`config.mk`:
```
export PLATFORM = sky130hd
export DESIGN_NAME = lcd_refresh_seq_flat
export DESIGN_NICKNAME = d
export VERILOG_FILES = /design/src/rtl/lcd_refresh_seq_if.sv /design/src/rtl/lcd_refresh_seq.sv /design/src/flat_wrapper.sv
export SDC_FILE = /design/constraint.sdc
export NUM_CORES = 1
export LEC_CHECK = 0
export BUFFER_PORTS_ARGS = -buffer_cell sky130_fd_sc_hd__buf_2
export CAP_MARGIN = 10
export CORE_ASPECT_RATIO = 2
export CORE_MARGIN = 3
export CORE_UTILIZATION = 50
export DETAILED_ROUTE_END_ITERATION = 10
export PLACE_DENSITY_LB_ADDON = 0.08
export SKIP_LAST_GASP = 1
export SLEW_MARGIN = 20
export SYNTH_ARGS = -nofsm -noshare
export SYNTH_HDL_FRONTEND = slang
export SYNTH_SLANG_ARGS = --single-unit
```
`constraint.sdc`:
```
create_clock -name clk -period 2.2 [get_ports clk]
set_clock_uncertainty 0.1 [all_clocks]
set_input_delay 0.11 -clock clk [delete_from_list [all_inputs] [get_ports clk]]
set_output_delay 0.11 -clock clk [all_outputs]
set_load 0.02 [all_outputs]
```
`src/rtl/lcd_refresh_seq_if.sv`:
```
// Byte path between the LCD refresh sequencer, its framebuffer read port
// and the SPI byte engine.
interface lcd_refresh_seq_if #(
  parameter int ADDR_W = 9
);
  logic [ADDR_W-1:0] fb_addr_o;
  logic              fb_rd_o;
  logic [7:0]        fb_data_i;
  logic [7:0]        byte_o;
  logic              dc_o;
  logic              byte_valid_o;
  logic              byte_ready_i;

  modport master (
    output fb_addr_o, fb_rd_o, byte_o, dc_o, byte_valid_o,
    input  fb_data_i, byte_ready_i
  );

  modport slave (
    input  fb_addr_o, fb_rd_o, byte_o, dc_o, byte_valid_o,
    output fb_data_i, byte_ready_i
  );
endinterface

```
`src/rtl/lcd_refresh_seq.sv`:
```
// PCD8544 refresh sequencer: sends the controller init list once (or on
// request), then homes the cursor and streams the framebuffer as data bytes.
module lcd_refresh_seq #(
  parameter int         FB_BYTES = 504,
  parameter int         ADDR_W   = 9,
  parameter logic [6:0] VOP      = 7'h38
) (
  input  logic               clk,
  input  logic               reset,
  input  logic               start_i,
  input  logic               reinit_i,
  input  logic               rst_done_i,
  lcd_refresh_seq_if.master  bus,
  output logic               busy_o,
  output logic               done_o,
  output logic [15:0]        frame_cnt_o
);

  typedef enum logic [2:0] {
    S_IDLE, S_WAIT_RST, S_INIT, S_HOME, S_FETCH, S_LOAD, S_SEND, S_DONE
  } state_t;

  localparam logic [7:0] INIT_TAB [6] = '{
    8'h21, (8'h80 | {1'b0, VOP}), 8'h04, 8'h14, 8'h20, 8'h0C
  };
  localparam logic [ADDR_W-1:0] LAST_ADDR = ADDR_W'(FB_BYTES - 1);

  state_t            state_q, state_d;
  logic              init_done_q, init_done_d;
  logic              reinit_pend_q, reinit_pend_d;
  logic [2:0]        cmd_cnt_q, cmd_cnt_d;
  logic [ADDR_W-1:0] fb_addr_q, fb_addr_d;
  logic              fb_rd_q, fb_rd_d;
  logic [7:0]        byte_q, byte_d;
  logic              dc_q, dc_d;
  logic              valid_q, valid_d;
  logic              busy_q, busy_d;
  logic              done_q, done_d;
  logic [15:0]       frame_cnt_q, frame_cnt_d;
  logic              xfer;

  assign xfer = valid_q & bus.byte_ready_i;

  always_comb begin
    state_d       = state_q;
    init_done_d   = init_done_q;
    reinit_pend_d = reinit_pend_q | reinit_i;
    cmd_cnt_d     = cmd_cnt_q;
    fb_addr_d     = fb_addr_q;
    fb_rd_d       = 1'b0;
    byte_d        = byte_q;
    dc_d          = dc_q;
    valid_d       = valid_q;
    busy_d        = busy_q;
    done_d        = 1'b0;
    frame_cnt_d   = frame_cnt_q;

    case (state_q)
      S_IDLE: begin
        if (start_i) begin
          state_d = S_WAIT_RST;
          busy_d  = 1'b1;
        end
      end

      S_WAIT_RST: begin
        if (rst_done_i) begin
          cmd_cnt_d = 3'd0;
          state_d   = (!init_done_q || reinit_pend_q) ? S_INIT : S_HOME;
        end
      end

      // Commands are loaded one cycle, then held until the engine takes them.
      S_INIT: begin
        if (!valid_q) begin
          byte_d  = INIT_TAB[cmd_cnt_q];
          dc_d    = 1'b0;
          valid_d = 1'b1;
        end else if (xfer) begin
          valid_d = 1'b0;
          if (cmd_cnt_q == 3'd5) begin
            init_done_d   = 1'b1;
            reinit_pend_d = reinit_i;
            cmd_cnt_d     = 3'd0;
            state_d       = S_HOME;
          end else begin
            cmd_cnt_d = cmd_cnt_q + 3'd1;
          end
        end
      end

      S_HOME: begin
        if (!valid_q) begin
          byte_d  = cmd_cnt_q[0] ? 8'h80 : 8'h40;
          dc_d    = 1'b0;
          valid_d = 1'b1;
        end else if (xfer) begin
          valid_d = 1'b0;
          if (cmd_cnt_q[0]) begin
            cmd_cnt_d = 3'd0;
            fb_addr_d = '0;
            fb_rd_d   = 1'b1;
            state_d   = S_FETCH;
          end else begin
            cmd_cnt_d = 3'd1;
          end
        end
      end

      // Read strobe is high here; RAM data arrives during S_LOAD.
      S_FETCH: state_d = S_LOAD;

      S_LOAD: begin
        byte_d  = bus.fb_data_i;
        dc_d    = 1'b1;
        valid_d = 1'b1;
        state_d = S_SEND;
      end

      S_SEND: begin
        if (xfer) begin
          valid_d = 1'b0;
          if (fb_addr_q == LAST_ADDR) begin
            state_d     = S_DONE;
            done_d      = 1'b1;
            busy_d      = 1'b0;
            frame_cnt_d = frame_cnt_q + 16'd1;
          end else begin
            fb_addr_d = fb_addr_q + ADDR_W'(1);
            fb_rd_d   = 1'b1;
            state_d   = S_FETCH;
          end
        end
      end

      S_DONE:  state_d = S_IDLE;
      default: state_d = S_IDLE;
    endcase
  end

  always_ff @(posedge clk) begin
    if (reset) begin
      state_q       <= S_IDLE;
      init_done_q   <= 1'b0;
      reinit_pend_q <= 1'b0;
      cmd_cnt_q     <= 3'd0;
      fb_addr_q     <= '0;
      fb_rd_q       <= 1'b0;
      byte_q        <= 8'h00;
      dc_q          <= 1'b0;
      valid_q       <= 1'b0;
      busy_q        <= 1'b0;
      done_q        <= 1'b0;
      frame_cnt_q   <= 16'h0000;
    end else begin
      state_q       <= state_d;
      init_done_q   <= init_done_d;
      reinit_pend_q <= reinit_pend_d;
      cmd_cnt_q     <= cmd_cnt_d;
      fb_addr_q     <= fb_addr_d;
      fb_rd_q       <= fb_rd_d;
      byte_q        <= byte_d;
      dc_q          <= dc_d;
      valid_q       <= valid_d;
      busy_q        <= busy_d;
      done_q        <= done_d;
      frame_cnt_q   <= frame_cnt_d;
    end
  end

  assign bus.fb_addr_o    = fb_addr_q;
  assign bus.fb_rd_o      = fb_rd_q;
  assign bus.byte_o       = byte_q;
  assign bus.dc_o         = dc_q;
  assign bus.byte_valid_o = valid_q;
  assign busy_o           = busy_q;
  assign done_o           = done_q;
  assign frame_cnt_o      = frame_cnt_q;

endmodule

```
`src/flat_wrapper.sv`:
```
// flat-port wrapper written by rule: the top's interface ports become plain ports
module lcd_refresh_seq_flat 
#(
  parameter int         FB_BYTES = 504,
  parameter int         ADDR_W   = 9,
  parameter logic [6:0] VOP      = 7'h38
)
  (clk, reset, start_i, reinit_i, rst_done_i, busy_o, done_o, frame_cnt_o, bus_fb_addr_o, bus_fb_rd_o, bus_byte_o, bus_dc_o, bus_byte_valid_o, bus_fb_data_i, bus_byte_ready_i);
  lcd_refresh_seq_if #(.ADDR_W(ADDR_W)) bus_i ();
  input  logic clk;
  input  logic reset;
  input  logic start_i;
  input  logic reinit_i;
  input  logic rst_done_i;
  output logic busy_o;
  output logic done_o;
  output logic [15:0] frame_cnt_o;
  output wire logic [$bits(bus_i.fb_addr_o)-1:0] bus_fb_addr_o;
  output wire logic [$bits(bus_i.fb_rd_o)-1:0] bus_fb_rd_o;
  output wire logic [$bits(bus_i.byte_o)-1:0] bus_byte_o;
  output wire logic [$bits(bus_i.dc_o)-1:0] bus_dc_o;
  output wire logic [$bits(bus_i.byte_valid_o)-1:0] bus_byte_valid_o;
  input wire logic [$bits(bus_i.fb_data_i)-1:0] bus_fb_data_i;
  input wire logic [$bits(bus_i.byte_ready_i)-1:0] bus_byte_ready_i;
  assign bus_fb_addr_o = bus_i.fb_addr_o;
  assign bus_fb_rd_o = bus_i.fb_rd_o;
  assign bus_byte_o = bus_i.byte_o;
  assign bus_dc_o = bus_i.dc_o;
  assign bus_byte_valid_o = bus_i.byte_valid_o;
  assign bus_i.fb_data_i = bus_fb_data_i;
  assign bus_i.byte_ready_i = bus_byte_ready_i;
  lcd_refresh_seq #(.FB_BYTES(FB_BYTES), .ADDR_W(ADDR_W), .VOP(VOP)) u_core (.clk(clk), .reset(reset), .start_i(start_i), .reinit_i(reinit_i), .rst_done_i(rst_done_i), .bus(bus_i), .busy_o(busy_o), .done_o(done_o), .frame_cnt_o(frame_cnt_o));
endmodule
```
==> impl_results.md <==
* Status: complete, no violations
* H-tree depth at 2
* Die area at 5670 um^2
* Clock Pin Slew Worst Setup and Hold Paths at about 0.090 ns
* First-pass GRT wire length at between 10000 and 15000 um
* Placeable core region at 4470 um^2
* Synthesized instance count at 288
* # placed instances at a little under 400
* GRT Total Usage at 0.230
* Longest Clk Path Bufs at 2
* # IOs at 52
* Critical path startpoint: u_core.bus.fb_addr_o[0]
* Postcts setup bufs at 0
* Vias in the first global route at around 2200
* CP max FO at 11
* Syn nets at 304
* Final Util at 0.650
* Hold path start: start_i
* Period utilisation layout at 0.922
* Max-slew headroom at 0.563
* Worst Setup End Kind: flop
* Initial DRC Count at 69
* ANT nets after route at 0
* Largest net degree at the start of global routing at 26
* Avg Inst Size Synth at roughly 8.3 um^2
* Fmax at 0.493 GHz
* Die H at 104 um
* Setup ws final at 0.171 ns
* Pre-CTS setup slack at 0.0674 ns
* HP Class: primary input to flop
* Clock sinks at 46
* Yosys warnings at 0
* Via count at 2412
* Number of flops mapped to enable cells by yosys at 0
* Remaining DRCs at 0
* Reg2Reg Launch Point: u_core.bus.fb_addr_o[0]
* Layout cells sized above 1 at 0.248
* Setup TNS at 0 ns
* Clock latency on the worst-skew pair at 0.31 ns
* Post-synthesis sequential area ratio at 0.387
* Yosys reg bits at 46
* Post-DR wirelength/cell at 15.3 um
* CTS Buf Count at 5
* Final Max Slew Viols at 0
* Grt total ovfl at 0
* Count of cell types in the netlist at 55
* CP Launch Type: flop
* Endpoints failing setup at 0
* Max Cap Viol at 0
* Critical Path RT at 2.30 ns
* Dpl hpwl at 4430 um
* Design area at 2900 um^2
* Mapped Area at roughly 2400 um^2
* Peak supply drop at 0.708 mV
* Final hold vios at 0
* Clock Tree Root: clkbuf_8
* PwrDens at 710 nW/um^2
* First-pass DRT Iterations at 4
* Vias/cell at 5.96
* Layout Cells excl Fill at 405
* Initial Util at 0.533
* Synth async-reset ratio at 0
* Area growth syn-to-layout at 22.0%
* Unrepaired setup endpoints after global routing: false
* Leakage at 1.15 nW
* Buffers on Ports at 51
* Row cnt at 34
* Prevailing post-synth register cell: dfxtp_1
* Initial antenna violation count at 0
* Nets@finish at between 300 and 400
* Setup CP Type: flop to flop
* Diodes inserted at 0
* CTS tree: built
* Measured slew at the worst slew-check pin at 0.639 ns
* Worst EP arrival at between 2 and 2.5 ns
* Tmin final at 2.03 ns
* Placed Area at 2730 um^2
* Die X at 54.8 um
* GP Congestion at a little under 0.8
* Drt total wl at around 6200 um
[through the flow]
| step | total power (W) | hold slack, ns |
|---|---|---|
| floorplan | 0.00138 | 0.127 |
| global placement | 0.00153 | 0.218 |
| detailed placement | 0.00155 | 0.231 |
| CTS | 0.00208 | 0.0196 |
| global route | 0.00218 | 0.0291 |
| finish | 0.00206 | 0.0310 |
[cells in the mapped netlist, drive strengths merged, types with 2 or more instances]
library cell	instances	share of area
dfxtp	46	0.39
a21oi	30	0.063
nor2	21	0.033
nand2	18	0.028
o21ai	15	0.032
clkbuf	11	0.017
inv	11	0.017
nand3	10	0.023
o31ai	10	0.032
or4	10	0.032
buf	8	0.018
nand4	8	0.030
nand3b	7	0.024
nor3	7	0.015
nand2b	6	0.016
or3	6	0.018
a211oi	5	0.016
a31oi	5	0.013
and3	5	0.014
a22oi	4	0.013
and2	4	0.011
nor2b	4	0.011
a21o	3	0.0095
and3b	3	0.011
a221oi	2	0.0074
a222oi	2	0.0084
a311oi	2	0.0074
and4	2	0.0079
ha	2	0.011
mux2	2	0.0095
mux2i	2	0.0084
nand4b	2	0.0074
nor3b	2	0.0063
o21a	2	0.0063
[worst max-delay path, cell delays in order, from the launching register on]
cell     delay [ns]
dfxtp_1        0.38
ha_1           0.25
and4b_2        0.34
nand4_4        0.17
nor4_1         0.31
mux2_2         0.37
[cell type report]
type,instances,area [um^2]
timing repair buffer,73,438
clock inverter,3,21.3
fill,422,1560
sequential,46,921
inverter,11,41.3
multi-input combinational,213,1350
tap,54,67.6
clock buffer,5,68.8
[placed cells by master (no fill, tap or decap), types with 5 or more instances in the layout]
cell | Yosys | routed
buf_2 | 5 | 51
nor2_1 | 21 | 21
a211oi_1 | 5 | 5
clkbuf_8 | 0 | 5
a31oi_1 | 5 | 5
nand2b_1 | 6 | 6
o21ai_0 | 15 | 15
nand4_1 | 6 | 6
dlygate4sd3_1 | 0 | 7
nand2_1 | 18 | 18
nand3b_1 | 6 | 6
buf_4 | 0 | 15
inv_1 | 11 | 11
dfxtp_1 | 46 | 46
a21oi_1 | 30 | 30
nor3_1 | 7 | 7
o31ai_1 | 10 | 10
or4_1 | 10 | 10
nand3_1 | 9 | 9
[what timing repair did]
item	4_1_cts	5_1_grt
endpoints found under the hold margin	7	0
hold buffers	7	0
endpoints found under the setup margin	0	8
resized for setup	0	1
[kinds of logic (layout without fill, tap and decap cells)]
kind of cell             after synthesis  in the layout  synth area share
AND/OR/NAND/NOR                      120            121             0.303
AO/OA/AOI/OAI                         85             85             0.225
flip-flops                            46             46             0.387
buffers and inverters                 30             92            0.0531
multiplexers                           4              4            0.0179
adder cells (fa/ha/maj)                2              2            0.0105
XOR/XNOR                               1              1           0.00368
[path summary, 6_finish.rpt]
check / slack (ns) / cells after the start / endpoint
worst max-delay path: 0.17 / 5 / u_core.frame_cnt_o[15]
worst min-delay path: 0.03 / 3 / u_core.busy_o
worst max register to register: 0.17 / 5 / u_core.frame_cnt_o[15]
worst min register to register: 0.35 / 2 / u_core.bus.byte_o[6]
[metal layers]
metal / vias to the layer above / global-route usage / share of wire
met5: - / 0 / 0
met4: 0 / 0.0963 / 0.024
met3: 13 / 0.0345 / 0.041
met2: 67 / 0.376 / 0.52
met1: 1130 / 0.284 / 0.42
li1: 1202 / - / -
[where the power goes]
| group | internal, W | switching, W | total [W] |
|---|---|---|---|
| Sequential | 0.000887 | 0.0000404 | 0.000928 |
| Clock | 0.000223 | 0.000303 | 0.000526 |
| Combinational | 0.000248 | 0.000361 | 0.000609 |
| Total | 0.00136 | 0.000704 | 0.00206 |
[flip-flops by register name, indices dropped and copies added, names as in the netlist]
signal / cells
u_core.bus.byte_o: 8
u_core.bus.byte_valid_o: 1
u_core.bus.dc_o: 1
u_core.bus.fb_addr_o: 9
u_core.bus.fb_rd_o: 1
u_core.busy_o: 1
u_core.cmd_cnt_q: 3
u_core.done_o: 1
u_core.frame_cnt_o: 16
u_core.init_done_q: 1
u_core.reinit_pend_q: 1
u_core.state_q: 3
Power figures use the tool's default switching activity.
